===== config.mk =====
export PLATFORM = sky130hd
export DESIGN_NAME = axi_wr_sched
export DESIGN_NICKNAME = d
export VERILOG_FILES = /design/src/rtl/axi_wr_sched.sv
export SDC_FILE = /design/constraint.sdc
export NUM_CORES = 1
export LEC_CHECK = 0
export ABC_AREA = 1
export CORE_MARGIN = 5
export CORE_UTILIZATION = 55
export CTS_CLUSTER_DIAMETER = 40
export DETAILED_ROUTE_END_ITERATION = 8
export DONT_BUFFER_PORTS = 1
export PLACE_DENSITY_LB_ADDON = 0.05
export SLEW_MARGIN = 20
export SYNTH_ARGS = -nofsm -noshare
export SYNTH_HDL_FRONTEND = slang
export SYNTH_SLANG_ARGS = --single-unit

===== constraint.sdc =====
create_clock -name clk -period 3.2 [get_ports clk]
set_input_delay 0.48 -clock clk [delete_from_list [all_inputs] [get_ports clk]]
set_output_delay 0.48 -clock clk [all_outputs]
set_load 0.01 [all_outputs]

===== src/rtl/axi_wr_sched.sv =====
// AXI4 write-channel scheduler: routes bursts to the CSR file or DMA FIFO,
// drains malformed bursts and always returns a write response.
module axi_wr_sched #(
  parameter int         ADDR_WIDTH   = 32,
  parameter int         DATA_WIDTH   = 32,
  parameter logic [7:0] CSR_LIMIT    = 8'h60,
  parameter logic [3:0] DMA_BASE_NIB = 4'h1
) (
  input  logic                    clk,
  input  logic                    rst,
  input  logic [ADDR_WIDTH-1:0]   s_axi_awaddr,
  input  logic [1:0]              s_axi_awburst,
  input  logic [7:0]              s_axi_awlen,
  input  logic [2:0]              s_axi_awsize,
  input  logic                    s_axi_awvalid,
  output logic                    s_axi_awready,
  input  logic [DATA_WIDTH-1:0]   s_axi_wdata,
  input  logic [DATA_WIDTH/8-1:0] s_axi_wstrb,
  input  logic                    s_axi_wlast,
  input  logic                    s_axi_wvalid,
  output logic                    s_axi_wready,
  output logic [1:0]              s_axi_bresp,
  output logic                    s_axi_bvalid,
  input  logic                    s_axi_bready,
  output logic                    csr_wr_en,
  output logic [7:0]              csr_wr_addr,
  output logic [31:0]             csr_wr_data,
  output logic [3:0]              csr_wr_strb,
  output logic                    dma_fifo_wr_en,
  output logic [31:0]             dma_fifo_wdata,
  input  logic                    dma_fifo_full,
  output logic                    busy,
  output logic                    err_pulse
);

  typedef enum logic [2:0] {
    IDLE, CSR_DATA, DMA_DATA, DRAIN, RESP
  } state_t;

  localparam logic [1:0] OKAY   = 2'b00;
  localparam logic [1:0] SLVERR = 2'b10;
  localparam logic [1:0] DECERR = 2'b11;
  localparam logic [1:0] INCR   = 2'b01;

  state_t      state_q, state_d;
  logic [7:0]  addr_q, addr_d;
  logic [7:0]  len_q, len_d;
  logic [7:0]  cnt_q, cnt_d;
  logic [1:0]  resp_q, resp_d;
  logic        csr_en_q, csr_en_d;
  logic [7:0]  csr_addr_q, csr_addr_d;
  logic [31:0] csr_data_q, csr_data_d;
  logic [3:0]  csr_strb_q, csr_strb_d;
  logic        err_q, err_d;

  logic dma_nib, csr_hit, wready, w_hs, push;

  assign dma_nib = s_axi_awaddr[ADDR_WIDTH-1 -: 4] == DMA_BASE_NIB;
  assign csr_hit = (s_axi_awaddr[ADDR_WIDTH-1:8] == '0) &&
                   (s_axi_awaddr[7:0] < CSR_LIMIT);

  always_comb begin
    wready = 1'b0;
    unique case (state_q)
      CSR_DATA, DRAIN: wready = 1'b1;
      DMA_DATA:        wready = !dma_fifo_full;
      default:         wready = 1'b0;
    endcase
  end

  assign w_hs = s_axi_wvalid && wready;
  assign push = w_hs && (state_q == DMA_DATA);

  always_comb begin
    state_d    = state_q;
    addr_d     = addr_q;
    len_d      = len_q;
    cnt_d      = cnt_q;
    resp_d     = resp_q;
    csr_en_d   = 1'b0;
    csr_addr_d = csr_addr_q;
    csr_data_d = csr_data_q;
    csr_strb_d = csr_strb_q;
    unique case (state_q)
      IDLE: if (s_axi_awvalid) begin
        addr_d = s_axi_awaddr[7:0];
        len_d  = s_axi_awlen;
        cnt_d  = '0;
        resp_d = OKAY;
        if (s_axi_awsize != 3'b010) begin
          state_d = DRAIN;
          resp_d  = SLVERR;
        end else if (dma_nib) begin
          state_d = (s_axi_awburst == INCR) ? DMA_DATA : DRAIN;
          resp_d  = (s_axi_awburst == INCR) ? OKAY : SLVERR;
        end else if (csr_hit) begin
          state_d = (s_axi_awlen == '0) ? CSR_DATA : DRAIN;
          resp_d  = (s_axi_awlen == '0) ? OKAY : SLVERR;
        end else begin
          state_d = DRAIN;
          resp_d  = DECERR;
        end
      end
      CSR_DATA: if (w_hs) begin
        csr_en_d   = 1'b1;
        csr_addr_d = addr_q;
        csr_data_d = s_axi_wdata[31:0];
        csr_strb_d = s_axi_wstrb[3:0];
        if (s_axi_wlast) begin
          state_d = RESP;
        end else begin
          state_d = DRAIN;
          resp_d  = SLVERR;
        end
      end
      DMA_DATA: if (w_hs) begin
        cnt_d = cnt_q + 8'd1;
        // compare before increment so len=255 never wraps early
        if (s_axi_wlast) begin
          state_d = RESP;
          if (cnt_q != len_q) resp_d = SLVERR;
        end else if (cnt_q == len_q) begin
          state_d = DRAIN;
          resp_d  = SLVERR;
        end
      end
      DRAIN: if (w_hs && s_axi_wlast) state_d = RESP;
      RESP:  if (s_axi_bready) state_d = IDLE;
      default: state_d = IDLE;
    endcase
    err_d = (state_d == RESP) && (state_q != RESP) && (resp_d != OKAY);
  end

  always_ff @(posedge clk) begin
    if (rst) begin
      state_q    <= IDLE;
      addr_q     <= '0;
      len_q      <= '0;
      cnt_q      <= '0;
      resp_q     <= OKAY;
      csr_en_q   <= 1'b0;
      csr_addr_q <= '0;
      csr_data_q <= '0;
      csr_strb_q <= '0;
      err_q      <= 1'b0;
    end else begin
      state_q    <= state_d;
      addr_q     <= addr_d;
      len_q      <= len_d;
      cnt_q      <= cnt_d;
      resp_q     <= resp_d;
      csr_en_q   <= csr_en_d;
      csr_addr_q <= csr_addr_d;
      csr_data_q <= csr_data_d;
      csr_strb_q <= csr_strb_d;
      err_q      <= err_d;
    end
  end

  assign s_axi_awready  = state_q == IDLE;
  assign s_axi_wready   = wready;
  assign s_axi_bvalid   = state_q == RESP;
  assign s_axi_bresp    = (state_q == RESP) ? resp_q : OKAY;
  assign csr_wr_en      = csr_en_q;
  assign csr_wr_addr    = csr_addr_q;
  assign csr_wr_data    = csr_data_q;
  assign csr_wr_strb    = csr_strb_q;
  assign dma_fifo_wr_en = push;
  assign dma_fifo_wdata = push ? s_axi_wdata[31:0] : '0;
  assign busy           = state_q != IDLE;
  assign err_pulse      = err_q;

endmodule


After elaboration in Yosys (flattened, before gate mapping)
Cells that the tools add are included.
{"block": "totals", "ff_bits": 75, "inputBits": 88, "out_inout_bits": 85, "wordCells": 78}
{"block": "op_classes", "add_sub_neg": 1, "n_lt_le_gt_ge": 1, "eq_ne": 13, "muxes": 34, "bitwise_logic": 1, "reduce_logical": 18}
{"cell": "2-bit two-way mux", "count": 17}
{"cell": "32-bit two-way mux", "count": 1}
{"cell": "24-bit zero test", "count": 1}
{"cell": "3-bit two-way mux", "count": 8}
{"cell": "8-bit two-way mux", "count": 2}
{"cell": "8-bit one-hot mux with 2 select lines", "count": 1}
{"cell": "3-bit one-hot mux with 5 select lines", "count": 1}
{"cell": "8-bit by 1-bit adder with 8-bit output, second input constant", "count": 1}
{"cell": "8-bit == test", "count": 1}
{"cell": "8-bit zero test", "count": 1}
{"cell": "8-bit by 7-bit less-than comparator with 1-bit output, second input constant", "count": 1}
{"cell": "8-bit inequality test", "count": 1}
{"cell": "3-bit by 2-bit == test with 1-bit output, second input constant", "count": 2}
{"cell": "3-bit == test, second input constant", "count": 2}
{"cell": "1-bit logical AND", "count": 6}
{"cell": "2-bit one-hot mux with 3 select lines", "count": 1}
{"cell": "4-bit by 1-bit == test with 1-bit output, second input constant", "count": 1}
{"cell": "2-bit inequality test, second input constant", "count": 2}
{"cell": "2-bit AND reduction", "count": 2}
{"cell": "2-bit nonzero test", "count": 2}
{"cell": "2-bit OR reduction", "count": 2}
{"cell": "3-bit by 1-bit == test with 1-bit output, second input constant", "count": 1}
{"cell": "3-bit zero test", "count": 1}
{"cell": "3-bit by 2-bit inequality test with 1-bit output, second input constant", "count": 1}
{"cell": "8 further kinds", "count": 9}

Logic depth before layout (Yosys ltp)
Gate-level depths: netlist of the first run.
{"block": "logic_depth", "depth_word": 10, "ltp_mapped": 13, "ltp_nobuf": 13}

Worst setup path after synthesis of the first run
No wires, ideal clock.
{"block": "synth_timing", "path_type": "flip-flop to output port", "start": "register state_q[1]", "end": "output port dma_fifo_wdata[10]", "arrival_ns": 1.407, "required_ns": 2.720, "slack_ns": 1.313, "path_stages_with_launch": 8, "n_path_buf": 1, "path_cell_list": "dfxtp_1 nand2_2 o21ai_4 nand2_2 nor2_4 inv_2 clkbuf_1 nor2_1"}
{"block": "synth_via", "elab_chain_cells": 6, "elab_cells_between_ends": 8, "classes_between": "3 x eq/ne; 2 x mux; 3 x reduce/logical"}
{"item": "start: declaration", "line": "45", "text": "state_t state_q, state_d;"}
{"item": "start signal: assignment", "line": "147", "text": "state_q <= state_d;"}
{"item": "3-bit by 2-bit == test with 1-bit output / 3-bit by 1-bit == test with 1-bit output (equally long branches)", "line": "64", "text": "unique case (state_q)"}
{"item": "2-bit OR reduction", "line": "64"}
{"item": "1-bit one-hot mux with 2 select lines (*)", "line": "64"}
{"item": "named net s_axi_wready", "line": "21", "text": "output logic s_axi_wready,"}
{"item": "1-bit logical AND (*)", "line": "71", "text": "assign w_hs = s_axi_wvalid && wready;"}
{"item": "1-bit logical AND (*)", "line": "72", "text": "assign push = w_hs && (state_q == DMA_DATA);"}
{"item": "named net dma_fifo_wr_en", "line": "29", "text": "output logic dma_fifo_wr_en,"}
{"item": "32-bit two-way mux (*)", "line": "169", "text": "assign dma_fifo_wdata = push ? s_axi_wdata[31:0] : '0;"}
{"item": "end: declaration", "line": "30", "text": "output logic [31:0] dma_fifo_wdata,"}
The timed path passes the listed nets; every way through them passes the cells marked *.

Final worst setup path of the first run
{"block": "layout_timing", "start": "register state_q[1]", "end": "output port dma_fifo_wdata[18]"}
The elaborated chain is that of the path after synthesis.

==> out/qor.log, run 1 <==
qor: run_status.status complete, no violations
qor: logic_synthesis.synth_nets 565
qor: logic_synthesis.netlist_area 0.003333 mm2
qor: power_and_ir_drop.worst_vdd_drop 0.3180 mV
qor: setup_path.reg2reg_slack 1.07 ns
qor: min_path.hp-start rst
qor: logic_synthesis.synthMuxAreaShare 0
qor: cts.clock_root_buffer clkbuf_8
qor: timing.clock.fmax 411.3 MHz
qor: logic_synthesis.synth_enable_flop_cells 0
qor: setup_path.cp-startpoint state_q[1]
qor: timing.final_skew 0.008884 ns
qor: drt.post_drt_wl_per_cell 15.12 um
qor: flow_run.max_cap_viol_count 0
qor: timing.fin_crit_sh 0.7598
qor: drt.detail_route.first_pass.iterations 4
qor: finish.finish.instance_area 0.003600 mm2
qor: power_and_ir_drop.power.static_leakage 1.624 nW
qor: cts.buffers_inserted_during_post_cts_setup_optimization 0
qor: logic_synthesis.synth.ff_latch_count 75
qor: finish.layoutNonFillerInstCount 550
qor: grt.via_count_of_the_first_global_routing_pass 2720
qor: drt.postRouteAntennaNets 0
qor: setup_path.crit_arrival 1.95 ns
qor: logic_synthesis.synth_compound_gate_area_share 0.1963
qor: logic_synthesis.postSynth.topFlopCell dfxtp_1
qor: cts.cts_tree yes
qor: cts.cts_hold_buffers 0
qor: drt.drt-vias-per-instance 5.315
qor: cts.cts_max_level 3
qor: floorplanning.placeableCoreArea 0.005921 mm2
qor: placement.port_buffers 0
qor: logic_synthesis.synth_cells 476
qor: timing.tns 0 ns
qor: finish.antennaDiodeCount 0
qor: cts.max-clock-path-buffers 2
qor: timing.setup_violations 0
qor: setup_path.crit_path_max_fanout 33
qor: cts.cts.reportedPaths.clkPinSlew 0.08 ns
qor: drt.vias 2923
qor: floorplanning.top_level_ports 173
qor: placement.finalWeightedCongestion 0.8527
qor: min_path.worstHoldPathType in2reg
qor: grt.overflow 0
qor: floorplanning.floorplan.die.width 87.85 um
qor: timing.transition_time_at_the_pin_with_the_least_slew_margin 0.6000 ns
qor: logic_synthesis.yosysSeqAreaShare 0.4505
qor: grt.grt_max_degree 63
qor: timing.hold-worst-slack 0.1964 ns
qor: floorplanning.fp-row-count 28
qor: finish.area.growth.synth_to_final 7.995%
qor: finish.final_nets 559
qor: placement.place.detailed.instances 534
qor: finish.n_fill_cell 588
qor: setup_path.criticalPathCategory reg2out
qor: setup_path.critPathRequiredTime 2.72 ns
qor: setup_path.worst_setup_path_end_kind output port
qor: min_path.worst_hold_path_ep len_q[3]
qor: logic_synthesis.largest_family_of_logic_cells_by_synthesized_area simple AND/OR/NAND/NOR gates
qor: drt.drtIter0Drc 135
qor: timing.max-slew-margin-rel 0.5994
qor: cts.resized_after_cts 0
qor: power_and_ir_drop.power.density_cell_area 614.5 mW/mm2
qor: setup_path.worstRegToRegCells 8
qor: placement.pre_cts_slack 1.065 ns
qor: placement.detailedPlacementHpwl 6.384 mm
qor: logic_synthesis.synth-xor-area-share 0.01314
qor: timing.final.setup.worst_slack 0.7688 ns
qor: setup_path.endpoint_of_the_worst_slack_reg_to_reg_timing_path csr_wr_data[26]
qor: floorplanning.initial_utilization 0.5630
qor: logic_synthesis.avgSynthCellArea 7.003 um2
qor: grt.wire_length_of_the_first_global_routing_pass 12.67 mm
qor: cts.clock-sinks 75
qor: grt.grt_use_total 0.2086
qor: cts.skew_pair_late_insertion_delay 0.34 ns
qor: floorplanning.chipHeight 87.85 um
qor: logic_synthesis.yosys.area_share.adder 0.003754
qor: finish.fin_util 0.6080
qor: logic_synthesis.synth-simple-area-share 0.2335
qor: timing.timing_max_transition_violations_final 0
qor: logic_synthesis.synth.distinct_cells 31
qor: placement.placed_area 0.003364 mm2
qor: timing.min_period 2.431 ns
qor: drt.drt_wl_total 8.315 mm
qor: grt.grt_antenna_before_repair 0
qor: floorplanning.design.die.area 0.007718 mm2
qor: setup_path.cp-start-kind flip-flop
qor: logic_synthesis.async_reset_ff_frac 0
qor: drt.drc_errors 0
qor: finish.layout-drive-gt1-share 0.08000
qor: setup_path.reg2reg_from state_q[0]
qor: logic_synthesis.yosysWarningCount 0
qor: timing.final_hold_violations 0
qor: timing.rsz0062_at_grt false
qor: cts.cts_inserted_buffers 9
qor: power_and_ir_drop.power.total 2.212 mW
qor: min_path.timing.hold.worst_path_depth 1
==> cells by family (layout without fill, tap and decap cells) <==
group | count (synthesis) | after routing
adder cells (fa/ha/maj) | 1 | 1
XOR/XNOR | 5 | 5
AND/OR/NAND/NOR | 182 | 182
AO/OA/AOI/OAI | 126 | 126
buffers and inverters | 87 | 86
flip-flops | 75 | 75
==> critical path, cell delays in order (launching register included) <==
cell and delay [ns]:
dfxtp_1 0.44, nand2_2 0.11, o21ai_4 0.21, nand2_2 0.13
nor2_4 0.16, inv_2 0.26, nor2_1 0.29
==> how the worst max path moves through the flow <==
stage | cells past startpoint | to | slack (ns)
after global routing | 6 | dma_fifo_wdata[5] | 0.61
after global placement | 8 | csr_wr_addr[2] | 1.13
after floorplan | 7 | dma_fifo_wdata[10] | 1.31
after detailed placement | 8 | csr_wr_data[26] | 1.07
final | 6 | dma_fifo_wdata[18] | 0.77
after CTS | 6 | dma_fifo_wdata[5] | 0.75
==> routing by layer <==
metal  vias to the layer above  wire length (um)  global-route usage
met1                      1293              3420              0.2549
met5                         -                 0                   0
met4                         0                38             0.07113
met2                       125              4101              0.3527
met3                         2               754             0.05833
li1                       1503                 -                   -
==> synth_stat cells, types with 2 or more instances <==
master    number  area share
a211oi_1       2      0.0045
a21oi_1       62       0.093
a31oi_1        3      0.0056
buf_2         11       0.017
clkbuf_1      10       0.011
dfxtp_1       75        0.45
inv_1         61       0.069
inv_2          3      0.0034
nand2_1       65       0.073
nand2_2        2      0.0038
nand2_4        2      0.0068
nand3_1       10       0.015
nand4_1        3      0.0056
nor2_1        84       0.095
nor2_2         3      0.0056
nor2_4         3       0.010
nor3_1         4      0.0060
o21ai_0       56       0.084
or2_2          2      0.0038
xnor2_1        3      0.0079
xor2_1         2      0.0053
==> layout make-up <==
cell class | instances | area [um2] | share of cell area
clock buffers | 10 | 137.6 | 0.03823
clock inverters | 6 | 97.59 | 0.02711
inverters | 66 | 250.2 | 0.06952
well taps | 75 | 93.84 | 0.02607
flip-flops and latches | 75 | 1501 | 0.4171
repair buffers | 4 | 30.03 | 0.008342
multi-input cells | 314 | 1489 | 0.4136
==> power by group <==
group | total [mW] | internal, mW | leakage, nW | switching [mW]
Combinational | 0.334 | 0.108 | 0.897 | 0.226
Clock | 0.827 | 0.470 | 0.119 | 0.357
Sequential | 1.05 | 0.998 | 0.609 | 0.0533
Total | 2.21 | 1.58 | 1.62 | 0.637
==> flip-flops by register name, summed over array words and instances (netlist names) <==
signal       count
len_q            8
cnt_q            8
err_pulse        1
csr_wr_en        1
csr_wr_data     32
resp_q           2
addr_q           8
csr_wr_addr      8
state_q          3
csr_wr_strb      4
==> placed cells by master, fill, tap and decap left out <==
master     instances
nor2_4             3
bufinv_16          2
ha_1               1
dfxtp_1           75
or2_2              2
xnor2_1            3
o21ai_4            1
buf_4              4
a41oi_1            1
o21ai_0           56
inv_1             61
nor3_1             4
nor2_2             3
a21oi_1           62
nand4_1            3
clkinv_4           3
nor3b_1            1
inv_8              1
a31oi_1            3
nand2_4            2
xor2_1             2
or2_4              1
nand3_1           10
inv_4              1
clkbuf_8          10
nor2_1            84
nand2_2            2
or2_1              1
nand2_1           65
inv_2              3
clkinv_1           1
o21ai_1            1
a211oi_1           2
nand3b_1           1
No activity file was read; power rests on OpenSTA's default activity.
==> inputs of run 2 (changes only) <==
clock period = 2.3 ns   (was 3.2 ns; I/O delays follow)
==> run 2 against run 1 <==
Compared with the run above: non-clock buffer count is the same; clock power is 23% higher; sequential power grew 39%; flip-flop and latch count stayed put; highest routed layer unchanged; wire length up 1.2%; worst hold slack worse by 0.13 ns; die area did not move.
==> out/qor.log, run 2 (same netlist as run 1, synthesis figures left out) <==
qor: drt.postRouteAntennaNets 0 [unchanged]
qor: cts.clock_root_buffer clkbuf_8
qor: grt.via_count_of_the_first_global_routing_pass 2776 [+2.1%]
qor: floorplanning.placeableCoreArea 0.005921 mm2 [unchanged]
qor: timing.tns 0 ns [unchanged]
qor: drt.drt-vias-per-instance 5.291 [-0.44%]
qor: setup_path.critPathRequiredTime 1.96 ns [-0.76 ns]
qor: timing.fin_crit_sh 0.9472
qor: setup_path.reg2reg_slack 0.40 ns [-0.67 ns]
qor: drt.vias 2910 [-0.44%]
qor: grt.grt_use_met2 0.3699 [+0.01712]
qor: grt.overflow 0 [unchanged]
qor: floorplanning.chipHeight 87.85 um [unchanged]
qor: finish.final_nets 559 [unchanged]
qor: timing.max-slew-margin-rel 0.6919 [+0.09249]
qor: setup_path.endpoint_of_the_worst_slack_reg_to_reg_timing_path cnt_q[5]
qor: cts.clock-sinks 75 [unchanged]
qor: power_and_ir_drop.power.share.switching 0.3055 [+0.01771]
qor: drt.drtIter0Drc 127 [-5.9%]
qor: floorplanning.top_level_ports 173 [unchanged]
qor: setup_path.crit_path_max_fanout 33 [unchanged]
qor: cts.buffers_inserted_during_post_cts_setup_optimization 0 [unchanged]
qor: setup_path.cp-start-kind flip-flop
qor: power_and_ir_drop.power.density_cell_area 822.7 mW/mm2 [+34%]
qor: power_and_ir_drop.power.combinational.fraction 0.161 [+0.010]
qor: grt.met1_usage_in_global_routing 0.2554 [+0.0004449]
qor: finish.multi_input_comb_area 0.001494 mm2 [+0.34%]
qor: finish.commonest_non_fill_non_tap_cell_in_the_layout nor2_1
qor: timing.transition_time_at_the_pin_with_the_least_slew_margin 0.4616 ns [-0.1384 ns]
qor: placement.placed_area 0.003390 mm2 [+0.74%]
qor: timing.clock.fmax 459.0 MHz
qor: setup_path.criticalPathCategory reg2out
qor: placement.detailedPlacementHpwl 6.416 mm [+0.50%]
qor: timing.min_period 2.179 ns
qor: finish.antennaDiodeCount 0 [unchanged]
qor: min_path.worst_hold_path_ep len_q[7]
qor: timing.final_hold_violations 0 [unchanged]
qor: finish.largest_reg_flops 32 [unchanged]
qor: placement.place.detailed.instances 534 [unchanged]
qor: cts.max-clock-path-buffers 2 [unchanged]
qor: power_and_ir_drop.power.static_leakage 1.617 nW [-0.43%]
qor: grt.grt_antenna_before_repair 0 [unchanged]
qor: drt.drc_errors 0 [unchanged]
qor: finish.layout-drive-gt1-share 0.08632 [+0.006316]
qor: setup_path.worst_setup_path_end_kind output port
qor: floorplanning.fp-row-count 28 [unchanged]
qor: timing.final_skew 0.01082 ns [+0.001934 ns]
qor: finish.finish.instance_area 0.003597 mm2 [about the same]
qor: finish.area.sequential 0.001503 mm2 [about the same]
qor: min_path.worstHoldPathType in2reg
qor: finish.layoutNonFillerInstCount 550 [unchanged]
qor: power_and_ir_drop.internal_power_summed_over_all_cells 2.055 mW [+30%]
qor: run_status.status complete, no violations
qor: cts.resized_after_cts 2 [+2]
qor: timing.setup_violations 0 [unchanged]
qor: placement.finalWeightedCongestion 0.8291 [-2.8%]
qor: placement.port_buffers 0 [unchanged]
qor: cts.cts_inserted_buffers 9 [unchanged]
qor: flow_run.max_cap_viol_count 0 [unchanged]
qor: power_and_ir_drop.power.total 2.959 mW [+34%]
qor: min_path.hp-start rst
qor: power_and_ir_drop.worst_vdd_drop 0.5156 mV [+62%]
qor: drt.drt_wl_total 8.411 mm [+1.2%]
qor: grt.grt_use_total 0.2136 [+0.005012]
qor: drt.detail_route.first_pass.iterations 6 [+2]
qor: cts.cts_hold_buffers 0 [unchanged]
qor: floorplanning.floorplan.die.width 87.85 um [unchanged]
qor: power_and_ir_drop.power_switching 0.9041 mW [+42%]
qor: cts.cts_max_level 3 [unchanged]
qor: timing.rsz0062_at_grt true
qor: timing.hold-worst-slack 0.06485 ns [-0.1316 ns]
qor: finish.n_fill_cell 579 [-1.5%]
qor: grt.wire_length_of_the_first_global_routing_pass 12.95 mm [+2.2%]
qor: setup_path.worstRegToRegCells 12 [+4]
qor: floorplanning.design.die.area 0.007718 mm2 [unchanged]
qor: grt.groute.layer.met3.usage 0.06115 [+0.002822]
qor: finish.area.growth.synth_to_final 7.920% [about the same]
qor: min_path.timing.hold.worst_path_depth 1 [unchanged]
qor: timing.timing_max_transition_violations_final 0 [unchanged]
qor: drt.post_drt_wl_per_cell 15.29 um [+1.2%]
qor: finish.final_cell_mix nor2_1, dfxtp_1, nand2_1
qor: setup_path.crit_arrival 1.83 ns [-0.12 ns]
qor: grt.grt_max_degree 81 [+29%]
qor: setup_path.reg2reg_from state_q[0]
qor: cts.skew_pair_late_insertion_delay 0.34 ns [about the same]
qor: cts.cts.reportedPaths.clkPinSlew 0.08 ns [about the same]
qor: power_and_ir_drop.pwr-share-seq 0.495 [+0.020]
qor: cts.cts_tree yes
qor: grt.gr-max-usage-layer met2
qor: floorplanning.initial_utilization 0.5630 [unchanged]
qor: power_and_ir_drop.clock_power_share 0.345 [-0.029]
run 2: cell types whose count changed in the layout (fill, tap and decap cells not counted), moves of 2 or more:
cell	change
clkinv_2	+2
nor2_2	+2
buf_12	+2
nor2_1	-2
buf_4	-2
inv_6	+2
run 2: layer usage:
layer | part of all wire | wire length (um) | up-vias
met5 | 0 | 0 | -
met4 | 0.011 | 93 | 0
met3 | 0.086 | 724 | 8
met2 | 0.49 | 4142 | 120
met1 | 0.41 | 3450 | 1278
li1 | - | - | 1504
run 2: area by class of cell:
cell class / instances / share of cell area
Timing Repair Buffer: 4 / 0.01530
Clock inverter: 7 / 0.02087
Sequential cell: 75 / 0.4177
Multi-Input combinational cell: 314 / 0.4153
Tap cell: 75 / 0.02609
Clock buffer: 9 / 0.03443
Inverter: 66 / 0.07026
run 2: worst max-delay path by stage:
stage / startpoint / end / slack [ns] / cells after the start
finish: state_q[0] / dma_fifo_wdata[30] / 0.12 / 8
global route: state_q[0] / dma_fifo_wdata[29] / -0.006 / 8
CTS: state_q[1] / dma_fifo_wdata[7] / 0.1 / 6
detailed placement: state_q[1] / cnt_q[5] / 0.29 / 10
global placement: state_q[1] / cnt_q[4] / 0.38 / 11
floorplan: state_q[1] / dma_fifo_wdata[10] / 0.55 / 7
run 2: power groups by stage:
stage                     clock [mW]  combinational [mW]  sequential, mW
after floorplan                    0               0.392            1.48
after global placement             0               0.469            1.49
after detailed placement           0               0.476            1.49
after CTS                       1.04               0.477            1.46
after global routing            1.10               0.551            1.48
final                           1.02               0.475            1.46
run 2: stage by stage:
step / utilization / worst slack (ns)
4_1_cts: 0.6069 / 0.09871
6_report: 0.6076 / 0.1215
2_1_floorplan: - / 0.5481
5_1_grt: 0.6076 / -0.006413
3_3_place_gp: 0.5725 / 0.3754
3_5_place_dp: 0.5725 / 0.2936
run 2: worst max-delay path: stages, from the launching register on:
cell and delay (ns):
dfxtp_1 0.41, inv_2 0.07, nor2_2 0.12, inv_2 0.07, o21ai_4 0.10, nand2_2 0.13
nor2_4 0.19, inv_4 0.17, nor2_1 0.24
==> inputs of run 3 (changes only) <==
CORE_UTILIZATION = 40   (was 55)
DONT_BUFFER_PORTS = unset   (was 1)
==> run 3 against run 2 <==
Compared with the run above: setup slack improved by 0.046 ns; sequential share of layout area fell by 14 points; clock-buffer cell count rose by 1; utilization rose by 5.3 points; critical path depth rose by 2; largest power group unchanged; non-clock buffer count rose by 183; clock skew fell by 0.0039 ns; register-to-register slack improved by 0.14 ns; critical path type unchanged; worst hold slack improved by 0.39 ns; design area rose by 50%; flip-flop and latch count did not move; fmax rose by 2.1%.
==> out/qor.log, run 3 (same netlist as run 1, synthesis figures left out) <==
qor: run_status.status complete, no violations
qor: floorplanning.initial_utilization 0.4077 [-0.1553]
qor: drt.drt-vias-per-instance 4.678 [-12%]
qor: power_and_ir_drop.worst_vdd_drop 0.2693 mV [-48%]
qor: placement.placed_area 0.005231 mm2 [+54%]
qor: cts.cts.reportedPaths.clkPinSlew 0.07 ns [about the same]
qor: setup_path.timing.critical_path.slowest_stage_cell dfxtp_4
qor: timing.timing_max_transition_violations_final 0 [unchanged]
qor: floorplanning.top_level_ports 173 [unchanged]
qor: finish.area.sequential 0.001506 mm2 [+0.25%]
qor: setup_path.worst_setup_path_end_kind output port
qor: setup_path.reg2reg_slack 0.54 ns [+0.14 ns]
qor: setup_path.criticalPathCategory reg2out
qor: finish.n_fill_cell 754 [+30%]
qor: placement.finalWeightedCongestion 0.9029 [+8.9%]
qor: timing.fin_crit_sh 0.9272 [-0.01994]
qor: grt.gr-max-usage-layer met2
qor: cts.clock_root_buffer clkbuf_8
qor: setup_path.critPathTopFamily buffers and inverters
qor: min_path.hp-start addr_q[3]
qor: floorplanning.floorplan.die.width 101.3 um [+15%]
qor: timing.clock.fmax 468.9 MHz [+2.1%]
qor: cts.max-clock-path-buffers 2 [unchanged]
qor: drt.drt_wl_total 9.928 mm [+18%]
qor: setup_path.endpoint_of_the_worst_slack_reg_to_reg_timing_path cnt_q[4]
qor: cts.cts_hold_buffers 0 [unchanged]
qor: flow_run.max_cap_viol_count 0 [unchanged]
qor: setup_path.worstPathCellList inv_2 > nor2_2 > inv_2 > o21ai_4 > nand2_2 > nor2_4 > inv_2 > buf_12 > nor2_1 > dlygate4sd2_1
qor: power_and_ir_drop.power.density_cell_area 601.9 mW/mm2 [-27%]
qor: drt.drc_errors 0 [unchanged]
qor: setup_path.critical_path.most_common_cell inv_2
qor: floorplanning.fp-row-count 33 [+18%]
qor: power_and_ir_drop.power.total 3.252 mW [+9.9%]
qor: setup_path.critPathRequiredTime 1.96 ns [about the same]
qor: finish.finish.instance_area 0.005404 mm2 [+50%]
qor: timing.rsz0062_at_grt false
qor: placement.port_buffers 172 [+172]
qor: finish.commonest_non_fill_non_tap_cell_in_the_layout clkdlybuf4s50_1
qor: drt.post_drt_wl_per_cell 13.01 um [-15%]
qor: timing.setup_violations 0 [unchanged]
qor: cts.cts_tree yes
qor: setup_path.crit_arrival 1.79 ns [-0.04 ns]
qor: cts.clock-sinks 75 [unchanged]
qor: finish.area.growth.synth_to_final 62.12%
qor: drt.vias 3569 [+23%]
qor: cts.cts_max_level 3 [unchanged]
qor: placement.detailedPlacementHpwl 7.876 mm [+23%]
qor: setup_path.crit_path_max_fanout 27 [-18%]
qor: grt.overflow 0 [unchanged]
qor: grt.grt_use_met2 0.3285 [-0.04139]
qor: finish.final_cell_mix clkdlybuf4s50_1, nor2_1, dfxtp_1
qor: drt.drtIter0Drc 126 [-0.79%]
qor: drt.postRouteAntennaNets 0 [unchanged]
qor: grt.grt_max_degree 47 [-42%]
qor: floorplanning.chipHeight 101.3 um [+15%]
qor: setup_path.cp-start-kind flip-flop
qor: grt.wire_length_of_the_first_global_routing_pass 15.90 mm [+23%]
qor: grt.groute.layer.met3.usage 0.06887 [+0.007723]
qor: finish.final_nets 742 [+33%]
qor: setup_path.cp_num_buf_inv 5 [+2]
qor: finish.layout-drive-gt1-share 0.07751 [-0.008808]
qor: drt.detail_route.first_pass.iterations 4 [-2]
qor: timing.transition_time_at_the_pin_with_the_least_slew_margin 0.5075 ns [+0.04583 ns]
qor: timing.final_hold_violations 0 [unchanged]
qor: finish.multi_input_comb_area 0.001489 mm2 [-0.33%]
qor: cts.skew_pair_late_insertion_delay 0.33 ns [about the same]
qor: grt.via_count_of_the_first_global_routing_pass 3474 [+25%]
qor: grt.grt_use_total 0.1921 [-0.02144]
qor: power_and_ir_drop.power.static_leakage 2.459 nW [+52%]
qor: timing.min_period 2.133 ns [-0.04585 ns]
qor: setup_path.reg2reg_from state_q[0]
qor: cts.cts_inserted_buffers 9 [unchanged]
qor: floorplanning.placeableCoreArea 0.008175 mm2 [+38%]
qor: setup_path.cp_peak_stage_delay 0.37 ns [-0.04 ns]
qor: timing.final_skew 0.006951 ns [-0.003867 ns]
qor: grt.grt_antenna_before_repair 0 [unchanged]
qor: finish.fin_util 0.6610 [+0.05344]
qor: timing.max-slew-margin-rel 0.6609 [-0.03103]
qor: finish.antennaDiodeCount 0 [unchanged]
qor: finish.largest_reg_flops 32 [unchanged]
qor: min_path.timing.hold.worst_path_depth 2 [+1]
qor: setup_path.worstRegToRegCells 10 [-2]
qor: min_path.worstHoldPathType reg2reg
qor: timing.tns 0 ns [unchanged]
qor: floorplanning.design.die.area 0.01026 mm2 [+33%]
qor: min_path.worst_hold_path_ep csr_wr_addr[3]
qor: grt.met1_usage_in_global_routing 0.2263 [-0.02907]
-- run 3: cell count changes in the layout (fill, tap and decap cells not counted), moves of 2 or more --
cell / delta
clkdlybuf4s50_1: +139
dlygate4sd2_1: +29
buf_4: +11
clkdlybuf4s15_1: +3
clkinv_4: -2
clkinvlp_4: +2
nor2_1: +2
nor2_2: -2
-- run 3: power breakdown --
| part | total, mW | leakage, nW | internal [mW] | switching, mW |
|---|---|---|---|---|
| clock network | 1.01 | 0.0987 | 0.531 | 0.477 |
| logic | 0.805 | 1.75 | 0.403 | 0.402 |
| registers | 1.44 | 0.610 | 1.39 | 0.0493 |
-- run 3: layer usage --
metal  part of all wire  wire length (um)  up-vias
met2               0.49              4829      118
met5                  0                 0        -
met4             0.0088                87        0
li1                   -                 -     1864
met3              0.088               877        8
met1               0.42              4133     1579
-- run 3: what timing repair did --
| item | CTS | global route |
|---|---|---|
| endpoints found under the setup margin | 32 | 7 |
| resized for setup | 34 | 5 |
| buffers inserted | 0 | 0 |
-- run 3: how the worst max path moves through the flow --
stage               cells after the start     startpoint                  to
finish                                 10     state_q[0]   dma_fifo_wdata[2]
floorplan                               7     state_q[1]  dma_fifo_wdata[10]
detailed placement                      8  dma_fifo_full  dma_fifo_wdata[16]
CTS                                     8     state_q[0]      dma_fifo_wr_en
global placement                        8  dma_fifo_full   dma_fifo_wdata[1]
global route                           10     state_q[0]  dma_fifo_wdata[14]
-- run 3: metrics by stage --
stage               std cells  setup slack [ns]  hold WS (ns)
global route              763          0.004798        0.4823
detailed placement        747           -0.1043        0.4508
CTS                       763           0.06901        0.4612
floorplan                 476            0.5481        0.4297
global placement          747          -0.05233        0.4415
finish                    763            0.1673        0.4569
-- run 3: final cells by class --
class / instances / share of cell area
tap: 105 / 0.02431
sequential: 75 / 0.2788
clock inverter: 6 / 0.01181
inverter: 66 / 0.04631
multi-input combinational: 314 / 0.2755
clock buffer: 10 / 0.02547
timing repair buffer: 187 / 0.3378
-- run 3: worst reg2reg max path: cells and delay by family, from the launching register on --
kind	cells	cell delay [ns]
AOI/OAI and AO/OA	2	0.19
buffers and inverters	2	0.13
and+or+nand+nor	6	0.97
DFF	1	0.36
